<file path="config.mk">
export PLATFORM = sky130hd
export DESIGN_NAME = regfile_wb_arbiter
export DESIGN_NICKNAME = d
export VERILOG_FILES = /design/src/rtl/riscx_pkg.sv /design/src/rtl/regfile_scoreboard.sv /design/src/rtl/regfile_wb_arbiter.sv
export SDC_FILE = /design/constraint.sdc
export NUM_CORES = 1
export LEC_CHECK = 0
export BUFFER_PORTS_ARGS = -buffer_cell sky130_fd_sc_hd__buf_2
export CAP_MARGIN = 20
export CORE_ASPECT_RATIO = 1.1
export CORE_MARGIN = 2
export CORE_UTILIZATION = 32
export CTS_CLUSTER_DIAMETER = 120
export CTS_CLUSTER_SIZE = 30
export DETAILED_ROUTE_END_ITERATION = 6
export GPL_ROUTABILITY_DRIVEN = 0
export GPL_TIMING_DRIVEN = 1
export MAX_ROUTING_LAYER = met4
export SKIP_LAST_GASP = 1
export SLEW_MARGIN = 10
export SYNTH_ARGS = -nofsm -noshare
export SYNTH_HDL_FRONTEND = slang
export SYNTH_SLANG_ARGS = --single-unit
</file>
<file path="constraint.sdc">
create_clock -name clock -period 7.55 [get_ports clock]
set_clock_uncertainty 0.15 [all_clocks]
set_input_delay 1.51 -clock clock [delete_from_list [all_inputs] [get_ports clock]]
set_output_delay 1.51 -clock clock [all_outputs]
set_load 0.02 [all_outputs]
</file>
<file path="src/rtl/riscx_pkg.sv">
// rtl/riscx_pkg.sv - shared register-file widths, constants and skid-buffer state type
package riscx_pkg;

    localparam int XLEN       = 32;
    localparam int REG_ADDR_W = 5;
    localparam int REG_COUNT  = 32;

    localparam logic [REG_ADDR_W-1:0] REG_ZERO = '0;

    typedef enum logic {
        EMPTY = 1'b0,
        HELD  = 1'b1
    } skid_state_t;

    // True when operand a names a real register and equals b; x0 never hazards.
    function automatic logic reg_hit(input logic [REG_ADDR_W-1:0] a,
                                     input logic [REG_ADDR_W-1:0] b);
        return (a != REG_ZERO) && (a == b);
    endfunction

endpackage

</file>
<file path="src/rtl/regfile_scoreboard.sv">
// rtl/regfile_scoreboard.sv - busy-bit scoreboard for outstanding loads with 3-operand lookup
//
// Ports:
//   clock, reset_n        clock, asynchronous active-low reset
//   set_en, set_rd        mark a register busy (load issued)
//   clr_en, clr_rd        mark a register free (load data accepted)
//   rs1, rs2, rd          decode operands to look up
//   hit                   some nonzero operand is busy
//   set_was_busy,
//   clr_was_busy          current busy state of set_rd / clr_rd
//                         (only with REGFILE_WB_SBCHECK_EN)
module regfile_scoreboard
    import riscx_pkg::*;
(
    input  logic                  clock,
    input  logic                  reset_n,
    input  logic                  set_en,
    input  logic [REG_ADDR_W-1:0] set_rd,
    input  logic                  clr_en,
    input  logic [REG_ADDR_W-1:0] clr_rd,
    input  logic [REG_ADDR_W-1:0] rs1,
    input  logic [REG_ADDR_W-1:0] rs2,
    input  logic [REG_ADDR_W-1:0] rd,
`ifdef REGFILE_WB_SBCHECK_EN
    output logic                  set_was_busy,
    output logic                  clr_was_busy,
`endif
    output logic                  hit
);

    logic [REG_COUNT-1:0] busy;
    logic [REG_COUNT-1:0] busy_next;

    // Clear is applied before set so a re-issue on the same edge keeps the bit.
    always_comb begin
        busy_next = busy;
        if (clr_en) begin
            busy_next[clr_rd] = 1'b0;
        end
        if (set_en && (set_rd != REG_ZERO)) begin
            busy_next[set_rd] = 1'b1;
        end
        busy_next[0] = 1'b0;
    end

    always_ff @(posedge clock or negedge reset_n) begin
        if (!reset_n) begin
            busy <= '0;
        end else begin
            busy <= busy_next;
        end
    end

    // busy[0] is always zero, so x0 operands drop out naturally.
    assign hit = busy[rs1] | busy[rs2] | busy[rd];

`ifdef REGFILE_WB_SBCHECK_EN
    assign set_was_busy = busy[set_rd];
    assign clr_was_busy = busy[clr_rd];
`endif

endmodule

</file>
<file path="src/rtl/regfile_wb_arbiter.sv">
// rtl/regfile_wb_arbiter.sv - write-port arbiter (execute vs load) with skid buffer and hazard stall
//
// Optional feature macro: REGFILE_WB_SBCHECK_EN (adds sticky sbError output).
//
// Ports:
//   clock, reset_n                  clock, asynchronous active-low reset
//   exValid/exReady/exRd/exData     execute result handshake
//   ldValid/ldReady/ldRd/ldData     load data handshake
//   issueLoad, issueRd              load issue; marks issueRd busy
//   rs1, rs2, rd                    decode operands checked for hazards
//   stall                           combinational decode hold
//   writeRegister, wbRd, wbData     registered register-file write port
//   sbError                         sticky scoreboard consistency error (macro only)
module regfile_wb_arbiter
    import riscx_pkg::*;
#(
    parameter int XLEN         = riscx_pkg::XLEN,
    parameter int STARVE_LIMIT = 4
) (
    input  logic                  clock,
    input  logic                  reset_n,
    input  logic                  exValid,
    output logic                  exReady,
    input  logic [REG_ADDR_W-1:0] exRd,
    input  logic [XLEN-1:0]       exData,
    input  logic                  ldValid,
    output logic                  ldReady,
    input  logic [REG_ADDR_W-1:0] ldRd,
    input  logic [XLEN-1:0]       ldData,
    input  logic                  issueLoad,
    input  logic [REG_ADDR_W-1:0] issueRd,
    input  logic [REG_ADDR_W-1:0] rs1,
    input  logic [REG_ADDR_W-1:0] rs2,
    input  logic [REG_ADDR_W-1:0] rd,
    output logic                  stall,
`ifdef REGFILE_WB_SBCHECK_EN
    output logic                  sbError,
`endif
    output logic                  writeRegister,
    output logic [REG_ADDR_W-1:0] wbRd,
    output logic [XLEN-1:0]       wbData
);

    localparam logic [3:0] STARVE_MAX = 4'(STARVE_LIMIT);

    skid_state_t           state, state_next;
    logic [3:0]            starve_cnt, starve_cnt_next;
    logic [REG_ADDR_W-1:0] skid_rd;
    logic [XLEN-1:0]       skid_data;
    logic                  skid_load;

    logic                  sel_valid;
    logic [REG_ADDR_W-1:0] sel_rd;
    logic [XLEN-1:0]       sel_data;

    logic                  ld_accept;
    logic                  sb_hit;
    logic                  skid_hit;
    logic                  wb_hit;

    // Arbitration: loads win by default (their source cannot be held cheaply);
    // a losing execute result parks in the skid buffer and is forced through
    // once it has lost STARVE_LIMIT times in a row.
    always_comb begin
        state_next      = state;
        starve_cnt_next = starve_cnt;
        exReady         = 1'b0;
        ldReady         = 1'b1;
        skid_load       = 1'b0;
        sel_valid       = 1'b0;
        sel_rd          = REG_ZERO;
        sel_data        = '0;
        case (state)
            EMPTY: begin
                exReady = 1'b1;
                if (ldValid) begin
                    sel_valid = 1'b1;
                    sel_rd    = ldRd;
                    sel_data  = ldData;
                    if (exValid) begin
                        skid_load       = 1'b1;
                        state_next      = HELD;
                        starve_cnt_next = 4'd0;
                    end
                end else if (exValid) begin
                    sel_valid = 1'b1;
                    sel_rd    = exRd;
                    sel_data  = exData;
                end
            end
            HELD: begin
                if (!ldValid || (starve_cnt == STARVE_MAX)) begin
                    ldReady         = 1'b0;
                    sel_valid       = 1'b1;
                    sel_rd          = skid_rd;
                    sel_data        = skid_data;
                    state_next      = EMPTY;
                    starve_cnt_next = 4'd0;
                end else begin
                    sel_valid       = 1'b1;
                    sel_rd          = ldRd;
                    sel_data        = ldData;
                    starve_cnt_next = starve_cnt + 4'd1;
                end
            end
            default: begin
                state_next      = EMPTY;
                starve_cnt_next = 4'd0;
            end
        endcase
    end

    always_ff @(posedge clock or negedge reset_n) begin
        if (!reset_n) begin
            state      <= EMPTY;
            starve_cnt <= 4'd0;
            skid_rd    <= REG_ZERO;
            skid_data  <= '0;
        end else begin
            state      <= state_next;
            starve_cnt <= starve_cnt_next;
            if (skid_load) begin
                skid_rd   <= exRd;
                skid_data <= exData;
            end
        end
    end

    // x0 writes complete the handshake but never pulse the write enable.
    always_ff @(posedge clock or negedge reset_n) begin
        if (!reset_n) begin
            writeRegister <= 1'b0;
            wbRd          <= REG_ZERO;
            wbData        <= '0;
        end else begin
            writeRegister <= sel_valid && (sel_rd != REG_ZERO);
            if (sel_valid) begin
                wbRd   <= sel_rd;
                wbData <= sel_data;
            end
        end
    end

    assign ld_accept = ldValid && ldReady;

`ifdef REGFILE_WB_SBCHECK_EN
    logic set_was_busy;
    logic clr_was_busy;
`endif

    regfile_scoreboard u_scoreboard (
        .clock        (clock),
        .reset_n      (reset_n),
        .set_en       (issueLoad),
        .set_rd       (issueRd),
        .clr_en       (ld_accept),
        .clr_rd       (ldRd),
        .rs1          (rs1),
        .rs2          (rs2),
        .rd           (rd),
`ifdef REGFILE_WB_SBCHECK_EN
        .set_was_busy (set_was_busy),
        .clr_was_busy (clr_was_busy),
`endif
        .hit          (sb_hit)
    );

    // A parked execute result and the in-flight write are not yet visible in
    // the register file, so both count as hazards alongside busy loads.
    assign skid_hit = (state == HELD) &&
                      (reg_hit(rs1, skid_rd) || reg_hit(rs2, skid_rd) || reg_hit(rd, skid_rd));
    assign wb_hit   = writeRegister &&
                      (reg_hit(rs1, wbRd) || reg_hit(rs2, wbRd) || reg_hit(rd, wbRd));
    assign stall    = sb_hit || skid_hit || wb_hit;

`ifdef REGFILE_WB_SBCHECK_EN
    always_ff @(posedge clock or negedge reset_n) begin
        if (!reset_n) begin
            sbError <= 1'b0;
        end else if ((ld_accept && (ldRd != REG_ZERO) && !clr_was_busy) ||
                     (issueLoad && (issueRd != REG_ZERO) && set_was_busy)) begin
            sbError <= 1'b1;
        end
    end
`endif

endmodule

</file>
==> results by group <==
Critical path
  – Startpoint type of the worst setup path: input port
  – Kind of cell adding the most delay to the critical path: multiplexers
  – Data arrival time of the critical path: 3.52 ns
  – Critical-path top delay cell: sky130_fd_sc_hd__mux4_1
  – Category of the most critical setup path: in -> out
  – Required time of the worst setup path: 5.89 ns
  – Most numerous cell on the critical path: sky130_fd_sc_hd__buf_2
  – Largest stage delay on the critical path: 0.59 ns
  – Critical path buffers and inverters: 3
  – Worst Setup End Kind: primary output
  – Ordered cell list for the critical path: buf_2 > mux4_1 > mux4_2 > clkinv_1 > o21ai_1 > or3_1 > buf_2
  – Critical path peak fanout: 11

STA
  – Worst Tran Pin Value: 0.846 ns
  – Slew Limit Fails: 0
  – Final critical path time including I/O delays and setup: 5.18 ns
  – Setup TNS: 0 ns
  – RSZ-0062 raised after global routing: no
  – Tightest slew margin relative to the limit: 0.436
  – Total of endpoints with negative setup slack in the final report: 0
  – Max Clock Freq: 0.193 GHz
  – Final period utilization: 0.686
  – Endpoints failing hold: 0

Floorplan
  – Starting Density: 0.327
  – Total I/O pin count: 140
  – Chip Width: 135 um
  – Total die area: 19900 sq um
  – Core area: 18400 sq um
  – Count of standard-cell rows: 52
  – Height of the chip: 148 um

Drt
  – DRT Pass-1 Iters: 4
  – Vias: 5141
  – Iter 0 DRT Violations: 301
  – Detail Route Antenna Nets: 0
  – Number of DRC violations after detailed routing: 0
  – Routed wire per std cell: 18.6 um
  – Total Routed Length: 17.8 mm
  – Per-cell via count in the routed design: 5.37

Synthesis
  – Combined area of all synthesized cells: 6020 sq um
  – Number of synthesized register bits: 111
  – Post-Synthesis Cells: 588
  – Top cells by area in the synthesized netlist: sky130_fd_sc_hd__dfrtp_1 46%, sky130_fd_sc_hd__mux2_1 6.2%, sky130_fd_sc_hd__a221oi_1 4.7%
  – Synthesized net count: 689
  – Proportion of netlist area held by the largest area contributor: 0.461
  – Share of synthesized registers carrying an async set or reset: 1.00
  – Average size of a mapped cell: 10.2 sq um
  – Number of warnings reported in the yosys synthesis log: 0
  – Top_reg_cell synth: sky130_fd_sc_hd__dfrtp_1
  – Number of enable-type register cells in the synthesized netlist: 0
  – Cell type with the highest aggregate area in the netlist: sky130_fd_sc_hd__dfrtp_1
  – Unique masters post-synth: 50
  – Sequential cell area fraction in the yosys report: 0.461

Global routing
  – Vias in the first global route: 4954
  – Largest net degree at the start of global routing: 66
  – Global route overflow: 0
  – Overall routing resource usage: 0.184
  – Global-route wire length before repair: 27.8 mm
  – Number of antenna violations at the first check in global routing: 4

Finish
  – Area of all sequential standard cells: 2780 sq um
  – Combined area of the multi-input logic cells: 3080 sq um
  – Final-stage net count: 806
  – Layout Area Growth over Synthesis: 20.9%
  – Layout cell share with drive strength beyond 1: 0.270
  – Filler Cell Count: 1839

CTS
  – Clock Sink Count: 111
  – Number of CTS-inserted buffers: 9
  – TritonCTS clock tree: done
  – Clock root cell: sky130_fd_sc_hd__clkbuf_16
  – Number of H-tree levels: 3
  – Post-CTS setup repair buffer count: 0
  – Gates resized, CTS repair: 0
  – Skew-Pair Late Insertion Delay: 0.36 ns
  – Cts-stage hold buffer count: 0
  – Clock transition at path regs: 0.08 ns
  – Max Buffers Root-to-Sink: 2

Place
  – Sum of net half-perimeters after detailed placement: 12.4 mm
  – Port bufs: 139

Pwr
  – Maximum VDD drop: 146 uV
  – LEAKAGE: 0.00314 uW
  – Total power after layout: 2120 uW
  – Areal power density over the cells: 292 nW/um^2

Worst hold path
  – Kind of path behind the tightest hold check: reg -> reg

Run
  – Max Cap Violations: 0

Outcome
  – Outcome: finished, final reports clean
## routing by layer
metal	track usage	up-vias	part of all wire	wire length, um
met1	0.257	2554	0.47	8360
met4	0.0674	0	0.018	312
met5	-	-	0	0
li1	-	2411	-	-
met2	0.262	157	0.45	7940
met3	0.0405	19	0.066	1170
## flip-flops by register name, summed over array words and instances, names as in the netlist
register	count
skid_data	32
skid_rd	5
starve_cnt	4
state	1
u_scoreboard.busy	31
wbData	32
wbRd	5
writeRegister	1
## power by group
part	switching, uW	internal [uW]
Combinational	349	304
Clock	248	265
Sequential	176	781
Total	774	1350
## worst reg2reg max path, delay by kind of cell (launching register included)
kind / cells / cell delay, ns
flops: 1 / 0.41
compound gates: 3 / 0.36
simple gates: 3 / 0.72
buf+inv: 2 / 0.47
fa+ha+maj: 1 / 0.19
## Yosys cell counts, drive strengths merged, types with 3 or more instances
cell type	instances
dfrtp	111
o21ai	69
nand2	63
nor2	43
a21oi	41
mux2	41
clkbuf	34
a221oi	32
xnor2	18
mux4	17
nand3	15
mux2i	14
xor2	13
nand3b	11
nor4	7
buf	6
inv	6
a22oi	5
or3	5
a21o	4
nand2b	3
nor2b	3
nor3	3
or3b	3
## layout by cell type, fill, tap and decap left out, types with 4 or more instances in the layout
| cell type | synthesis | layout |
|---|---|---|
| sky130_fd_sc_hd__buf_2 | 3 | 138 |
| sky130_fd_sc_hd__dfrtp_1 | 111 | 111 |
| sky130_fd_sc_hd__nand2_1 | 63 | 63 |
| sky130_fd_sc_hd__nor2_1 | 43 | 43 |
| sky130_fd_sc_hd__a21oi_1 | 41 | 40 |
| sky130_fd_sc_hd__o21ai_1 | 36 | 36 |
| sky130_fd_sc_hd__o21ai_0 | 33 | 33 |
| sky130_fd_sc_hd__mux2_1 | 33 | 33 |
| sky130_fd_sc_hd__a221oi_1 | 32 | 32 |
| sky130_fd_sc_hd__xnor2_1 | 18 | 18 |
| sky130_fd_sc_hd__nand3_1 | 15 | 14 |
| sky130_fd_sc_hd__mux2i_1 | 14 | 14 |
| sky130_fd_sc_hd__xor2_1 | 13 | 13 |
| sky130_fd_sc_hd__mux4_2 | 12 | 12 |
| sky130_fd_sc_hd__nand3b_1 | 11 | 11 |
| sky130_fd_sc_hd__clkbuf_16 | 0 | 9 |
| sky130_fd_sc_hd__mux2_2 | 8 | 8 |
| sky130_fd_sc_hd__nor4_1 | 7 | 7 |
| sky130_fd_sc_hd__buf_4 | 0 | 7 |
| sky130_fd_sc_hd__diode_2 | 0 | 5 |
| sky130_fd_sc_hd__or3_1 | 5 | 5 |
| sky130_fd_sc_hd__mux4_1 | 5 | 5 |
| sky130_fd_sc_hd__a22oi_1 | 5 | 5 |
| sky130_fd_sc_hd__inv_1 | 4 | 4 |
| sky130_fd_sc_hd__a21o_1 | 4 | 4 |
## path summary, 6_finish.rpt
check	from	to	slack, ns	depth (start not counted)
max in group asynchronous	reset_n	skid_data[27]	4.97	2
worst max register to register	starve_cnt[0]	u_scoreboard.busy[14]	5.11	9
worst min-delay path	skid_data[11]	skid_data[11]	0.34	1
min in group asynchronous	reset_n	skid_data[2]	1.01	1
worst min register to register	skid_data[11]	skid_data[11]	0.34	1
worst max-delay path	rs2[0]	stall	2.37	7
## stage by stage
| step | area [sq um] | utilization | hold slack (ns) | setup slack (ns) | instances |
|---|---|---|---|---|---|
| after CTS | 7250 | 0.394 | 0.350 | 2.39 | 952 |
| final | 7280 | 0.395 | 0.345 | 2.37 | 958 |
| after global routing | 7280 | 0.395 | 0.360 | 2.28 | 957 |
| after floorplan | 6020 | - | 0.314 | 2.69 | 588 |
| after detailed placement | 6930 | 0.377 | 0.331 | 2.39 | 936 |
| after global placement | 6930 | 0.377 | 0.323 | 2.41 | 936 |
## cell type report
class | count | area share
Antenna cell | 5 | 0.00172
Clock buffer | 9 | 0.0309
Clock inverter | 7 | 0.0125
Inverter | 7 | 0.00361
Multi-Input combinational cell | 430 | 0.423
Sequential cell | 111 | 0.381
Tap cell | 243 | 0.0418
Timing Repair Buffer | 146 | 0.105
## kinds of logic after synthesis
group	count (synthesis)	synth area share
AO/OA/AOI/OAI	161	0.164
AND/OR/NAND/NOR	164	0.128
flip-flops	111	0.461
adder cells (fa/ha/maj)	2	0.00416
buffers and inverters	47	0.0312
multiplexers	72	0.167
XOR/XNOR	31	0.0451
Power figures use the tool's default switching activity.
